[src/rtl/ifq_if.sv]
`default_nettype none
// +--------------------------------------------------------------------------+
// | Module   : ifq_if                                                        |
// | Brief    : Fetch-side and decode-side handshake bundle of the fetch queue |
// | Revision : 1.0                                                           |
// +--------------------------------------------------------------------------+
interface ifq_if #(
  parameter int DEPTH = 4
);
  localparam int PTR_W = $clog2(DEPTH);

  logic          pipe_flush;
  logic [63:0]   if_ifq_pc;
  logic [31:0]   if_ifq_instr;
  logic          if_ifq_bp;
  logic [63:0]   if_ifq_bt;
  logic          if_ifq_valid;
  logic          if_ifq_ready;
  logic [63:0]   ifq_dec_pc;
  logic [31:0]   ifq_dec_instr;
  logic          ifq_dec_bp;
  logic [63:0]   ifq_dec_bt;
  logic          ifq_dec_valid;
  logic          ifq_dec_ready;
  logic [PTR_W:0] ifq_count;

  // Drives fetch data, flush and decode ready; observes the queue outputs.
  modport master (
    output pipe_flush, if_ifq_pc, if_ifq_instr, if_ifq_bp, if_ifq_bt,
           if_ifq_valid, ifq_dec_ready,
    input  if_ifq_ready, ifq_dec_pc, ifq_dec_instr, ifq_dec_bp, ifq_dec_bt,
           ifq_dec_valid, ifq_count
  );

  modport slave (
    input  pipe_flush, if_ifq_pc, if_ifq_instr, if_ifq_bp, if_ifq_bt,
           if_ifq_valid, ifq_dec_ready,
    output if_ifq_ready, ifq_dec_pc, ifq_dec_instr, ifq_dec_bp, ifq_dec_bt,
           ifq_dec_valid, ifq_count
  );
endinterface
`default_nettype wire

[src/rtl/ifq.sv]
`default_nettype none
// +--------------------------------------------------------------------------+
// | Module   : ifq                                                           |
// | Brief    : Instruction fetch queue, circular buffer between fetch/decode  |
// | Revision : 1.0                                                           |
// +--------------------------------------------------------------------------+
module ifq #(
  parameter int DEPTH = 4
) (
  input  logic clk,
  input  logic rst_n,
  ifq_if.slave bus
);
  localparam int             PTR_W  = $clog2(DEPTH);
  localparam logic [PTR_W:0] C_FULL = (PTR_W + 1)'(DEPTH);

  logic [63:0]      r_pc_mem    [DEPTH];
  logic [31:0]      r_instr_mem [DEPTH];
  logic             r_bp_mem    [DEPTH];
  logic [63:0]      r_bt_mem    [DEPTH];

  logic [PTR_W-1:0] r_wr_ptr;
  logic [PTR_W-1:0] r_rd_ptr;
  logic [PTR_W:0]   r_count;

  logic w_ready;
  logic w_valid;
  logic w_enq;
  logic w_deq;

  // Handshake flags come only from the registered count, so neither side
  // sees a combinational path from the other.
  assign w_ready = (r_count != C_FULL);
  assign w_valid = (r_count != '0);
  assign w_enq   = bus.if_ifq_valid & w_ready & ~bus.pipe_flush;
  assign w_deq   = w_valid & bus.ifq_dec_ready & ~bus.pipe_flush;

  assign bus.if_ifq_ready  = w_ready;
  assign bus.ifq_dec_valid = w_valid;
  assign bus.ifq_count     = r_count;
  assign bus.ifq_dec_pc    = r_pc_mem[r_rd_ptr];
  assign bus.ifq_dec_instr = r_instr_mem[r_rd_ptr];
  assign bus.ifq_dec_bp    = r_bp_mem[r_rd_ptr];
  assign bus.ifq_dec_bt    = r_bt_mem[r_rd_ptr];

  // Storage carries no reset; the head is don't-care while valid is low.
  always_ff @(posedge clk) begin
    if (w_enq) begin
      r_pc_mem[r_wr_ptr]    <= bus.if_ifq_pc;
      r_instr_mem[r_wr_ptr] <= bus.if_ifq_instr;
      r_bp_mem[r_wr_ptr]    <= bus.if_ifq_bp;
      r_bt_mem[r_wr_ptr]    <= bus.if_ifq_bt;
    end
  end

  always_ff @(posedge clk) begin
    if (!rst_n || bus.pipe_flush) begin
      r_wr_ptr <= '0;
      r_rd_ptr <= '0;
      r_count  <= '0;
    end else begin
      if (w_enq) r_wr_ptr <= r_wr_ptr + PTR_W'(1);
      if (w_deq) r_rd_ptr <= r_rd_ptr + PTR_W'(1);
      case ({w_enq, w_deq})
        2'b10:   r_count <= r_count + (PTR_W + 1)'(1);
        2'b01:   r_count <= r_count - (PTR_W + 1)'(1);
        default: r_count <= r_count;
      endcase
    end
  end
endmodule
`default_nettype wire

[src/flat_wrapper.sv]
// flat-port wrapper written by rule: the top's interface ports become plain ports
module ifq_flat 
#(
  parameter int DEPTH = 4
)
  (clk, rst_n, bus_pipe_flush, bus_if_ifq_pc, bus_if_ifq_instr, bus_if_ifq_bp, bus_if_ifq_bt, bus_if_ifq_valid, bus_ifq_dec_ready, bus_if_ifq_ready, bus_ifq_dec_pc, bus_ifq_dec_instr, bus_ifq_dec_bp, bus_ifq_dec_bt, bus_ifq_dec_valid, bus_ifq_count);
  ifq_if #(.DEPTH(DEPTH)) bus_i ();
  input  logic clk;
  input  logic rst_n;
  input wire logic [$bits(bus_i.pipe_flush)-1:0] bus_pipe_flush;
  input wire logic [$bits(bus_i.if_ifq_pc)-1:0] bus_if_ifq_pc;
  input wire logic [$bits(bus_i.if_ifq_instr)-1:0] bus_if_ifq_instr;
  input wire logic [$bits(bus_i.if_ifq_bp)-1:0] bus_if_ifq_bp;
  input wire logic [$bits(bus_i.if_ifq_bt)-1:0] bus_if_ifq_bt;
  input wire logic [$bits(bus_i.if_ifq_valid)-1:0] bus_if_ifq_valid;
  input wire logic [$bits(bus_i.ifq_dec_ready)-1:0] bus_ifq_dec_ready;
  output wire logic [$bits(bus_i.if_ifq_ready)-1:0] bus_if_ifq_ready;
  output wire logic [$bits(bus_i.ifq_dec_pc)-1:0] bus_ifq_dec_pc;
  output wire logic [$bits(bus_i.ifq_dec_instr)-1:0] bus_ifq_dec_instr;
  output wire logic [$bits(bus_i.ifq_dec_bp)-1:0] bus_ifq_dec_bp;
  output wire logic [$bits(bus_i.ifq_dec_bt)-1:0] bus_ifq_dec_bt;
  output wire logic [$bits(bus_i.ifq_dec_valid)-1:0] bus_ifq_dec_valid;
  output wire logic [$bits(bus_i.ifq_count)-1:0] bus_ifq_count;
  assign bus_i.pipe_flush = bus_pipe_flush;
  assign bus_i.if_ifq_pc = bus_if_ifq_pc;
  assign bus_i.if_ifq_instr = bus_if_ifq_instr;
  assign bus_i.if_ifq_bp = bus_if_ifq_bp;
  assign bus_i.if_ifq_bt = bus_if_ifq_bt;
  assign bus_i.if_ifq_valid = bus_if_ifq_valid;
  assign bus_i.ifq_dec_ready = bus_ifq_dec_ready;
  assign bus_if_ifq_ready = bus_i.if_ifq_ready;
  assign bus_ifq_dec_pc = bus_i.ifq_dec_pc;
  assign bus_ifq_dec_instr = bus_i.ifq_dec_instr;
  assign bus_ifq_dec_bp = bus_i.ifq_dec_bp;
  assign bus_ifq_dec_bt = bus_i.ifq_dec_bt;
  assign bus_ifq_dec_valid = bus_i.ifq_dec_valid;
  assign bus_ifq_count = bus_i.ifq_count;
  ifq #(.DEPTH(DEPTH)) u_core (.clk(clk), .rst_n(rst_n), .bus(bus_i));
endmodule
[config.mk]
export PLATFORM = sky130hd
export DESIGN_NAME = ifq_flat
export DESIGN_NICKNAME = d
export VERILOG_FILES = /design/src/rtl/ifq_if.sv /design/src/rtl/ifq.sv /design/src/flat_wrapper.sv
export SDC_FILE = /design/constraint.sdc
export NUM_CORES = 1
export LEC_CHECK = 0
export CORE_MARGIN = 3
export CORE_UTILIZATION = 35
export CTS_CLUSTER_DIAMETER = 80
export DETAILED_ROUTE_END_ITERATION = 8
export HOLD_SLACK_MARGIN = 0.02
export PLACE_DENSITY = 0.56
export SETUP_SLACK_MARGIN = 0.1
export SLEW_MARGIN = 20
export SYNTH_ARGS = -nofsm -noshare
export SYNTH_HDL_FRONTEND = slang
export SYNTH_SLANG_ARGS = --single-unit
[constraint.sdc]
create_clock -name clk -period 6.3 [get_ports clk]
set_input_delay 0.945 -clock clk [delete_from_list [all_inputs] [get_ports clk]]
set_output_delay 0.945 -clock clk [all_outputs]
set_load 0.05 [all_outputs]
==> flow_summary_export.csv <==
group,metric,value,unit
sta,finalCritPeriodShare,68.1,%
global_route,overflow,0,
synth,synth_top_family_by_area,"multiplexers",
sta,drv_slew,0,
placement,io_buffers,331,
setup_path,cp_num_buf_inv,2,
drt,viasPerCell,4.86,
outcome,status,"complete, no violations",
layout,multi_input_area,3930,um2
synth,ys_ff_latch,653,
global_route,grt_pass1_wl,75200,um
setup_path,crit_family,"buffers and inverters",
synth,yosysSeqAreaShare,82.3,%
drt,drtPass1Iterations,4,
setup_path,startpoint_type,"flop",
clock_network,clk_pin_slew,60,ps
layout,final_util,45.5,%
hold_path,hold_class,"reg2reg",
sta,finalSetupViolations,0,
synth,syn-num-nets,1070,
sta,setup_slack,2010,ps
clock_network,cts_resized,0,
layout,final.fill_count,5490,
placement,gp_congestion,0.716,
run,max-cap-violations,0,
setup_path,crit_chain,"buf_4, mux4_2, clkdlybuf4s50_1",
synth,synthMuxAreaShare,15.3,%
floorplanning,core.rowCount,94,
synth,yosysTopAreaCell,"edfxtp_1",
clock_network,clkLatencyLatePin,590,ps
clock_network,clock-root-buffer,"clkbuf_16",
global_route,grt_pass1_vias,11790,
synth,yosys_warnings,0,
drt,vias,10706,
drt,drc_errors,0,
synth,ys_top_cells_by_area,"edfxtp_1, mux4_2, dfxtp_1, buf_6, buf_2",
synth,async_reset_ff_share,0,%
sta,worst_pin_slew,901,ps
clock_network,numCtsBuffers,71,
layout,seq_area,19500,um2
floorplanning,die_w,266,um
power_and_ir_drop,peakVddDrop,208,uV
setup_path,cpMaxStageDelayCell,"dfxtp_4",
setup_path,cp_max_fo,52,
floorplanning,io_pins,332,
synth,synth_xor_xnor_area_share,0.0739,%
synth,synthesis.instances,898,
sta,rsz0062_at_grt,"false",
sta,slew_headroom,39.9,%
layout,areaGrowthSynthToFinish,27.6,%
synth,synth_top_area_share,81.6,%
synth,syn_area,23700,um2
global_route,antenna_found_initial,6,
drt,finalWirelength,50300,um
floorplanning,die_y,266,um
floorplanning,core_area,66500,um2
placement,preCtsSetupSlack,2510,ps
drt,routedWlPerCell,22.8,um
setup_path,worstPathArrival,3350,ps
clock_network,cts_sinks,653,
floorplanning,dieArea,70900,um2
sta,setup_tns,0,ps
setup_path,slowest_delay,900,ps
synth,ys.flop_type,"edfxtp_1",
synth,synth-compound-area-share,0.243,%
power_and_ir_drop,p_per_area,304,nW/um2
synth,synth_common_cells,"edfxtp_1, mux4_2, buf_2, buf_6, dfxtp_1",
layout,nets,1454,
clock_network,cts_max_level,3,
drt,drt_iter0_drc,576,
power_and_ir_drop,design_power_total,9.21,mW
power_and_ir_drop,leakage,9.28,nW
sta,skew,27.3,ps
clock_network,cts_setup_buffers,0,
setup_path,cp.required,5350,ps
synth,ys_types,25,
global_route,grt_max_degree,69,
synth,synth_edf_count,644,
drt,antenna_left,0,
setup_path,cp-end-kind,"primary output",
clock_network,cts_tree,"done",
floorplanning,initial_core_util,35.7,%
synth,synth_adder_area_share,0.348,%
sta,finalCriticalPeriod,4290,ps
clock_network,ctsHoldBuffers,0,
clock_network,ctsLongestPathBuffers,3,
synth,yosysMostFrequentCell,"edfxtp_1",
global_route,grt_use_total,14.3,%
placement,dp_hpwl,29600,um
sta,finalHoldViolations,0,
synth,syn_avg_cell_area,26.4,um2
synth,yosys.area_share.simple,0.549,%
setup_path,setup.worst_path.class,"reg2out",
sta,fmax,233,MHz
layout,drive_above_1_share,20.6,%
cell families (layout without fill, tap and decap cells):
| kind of cell | count (synthesis) | after routing |
|---|---|---|
| DFF | 653 | 653 |
| muxes | 161 | 161 |
| buffers and inverters | 44 | 484 |
| and+or+nand+nor | 22 | 22 |
| AOI/OAI and AO/OA | 10 | 10 |
| adders and majority gates | 6 | 6 |
| xor gates and xnor gates | 2 | 2 |
| other | 0 | 3 |
final timing paths:
check	start	to	slack [ps]	depth (start not counted)
worst min-delay path	u_core.r_rd_ptr[1]	flop	500	2
worst max-delay path	flop	bus_ifq_dec_pc[49]	2010	3
worst max register to register	u_core.bus.ifq_count[0]	u_core.r_bt_mem[3][3]	3750	3
worst min register to register	u_core.r_rd_ptr[1]	flop	500	2
stage by stage:
stage                     cells  area (um2)  hold slack, ps
after global routing       2202       30200             517
after floorplan             898       23700             459
after CTS                  2202       30200             496
final                      2205       30300             495
after global placement     2073       28100             463
after detailed placement   2073       28100             481
cells in the final DEF (no fill, tap or decap), types with 2 or more instances in the layout:
master           synthesis  routed
dfxtp_1                  9       7
diode_2                  0       3
inv_1                    7       7
a21oi_1                  5       5
buf_12                   0       8
dfxtp_4                  0       2
inv_6                    0       3
nor2_1                   4       4
clkbuf_1                 7      25
mux4_2                 161     161
edfxtp_1               644     644
clkbuf_16                0      74
clkinv_1                 0      14
or3_1                    3       3
ha_1                     5       5
nor2b_1                  2       2
clkdlybuf4s50_1          0     331
buf_4                    0       9
nand2b_1                 2       2
xor2_1                   2       2
nand4_1                  2       2
and3_4                   0       4
clkinv_2                 0       7
clkinvlp_4               0       3
o21ai_0                  4       4
worst min-delay path: stages, from the launching register on:
cell	delay, ps
dfxtp_1	310
o21ai_0	70
a21oi_1	70
report_power, final:
| part | internal, mW | total (mW) | leakage (nW) | switching [mW] |
|---|---|---|---|---|
| Combinational | 0.225 | 0.543 | 2.32 | 0.318 |
| Clock | 2.21 | 3.81 | 1.03 | 1.60 |
| Sequential | 4.84 | 4.85 | 5.92 | 0.0136 |
cell type report:
type / count / share of cell area [%]
inverters: 7 / 0.0868
flip-flops and latches: 653 / 64.5
clock inverters: 30 / 0.641
diodes: 3 / 0.0248
well taps: 864 / 3.57
multi-input cells: 201 / 13.0
clock buffers: 99 / 6.43
repair buffers: 348 / 11.7
registers in the layout, indices dropped and copies added (netlist names), named ones only:
register / flops
u_core.r_rd_ptr: 2
u_core.r_instr_mem: 128
u_core.r_bp_mem: 4
u_core.r_wr_ptr: 2
u_core.r_bt_mem: 256
u_core.r_pc_mem: 256
u_core.bus.ifq_count: 3
per-layer routing:
metal | up-vias | wire (um) | GRT usage (%)
met2 | 304 | 24200 | 22.7
li1 | 4690 | - | -
met4 | 6 | 1210 | 4.51
met1 | 5617 | 20900 | 18.8
met3 | 89 | 3980 | 4.60
met5 | - | 39 | 0
Note: power is estimated with default switching activity, not from simulation.
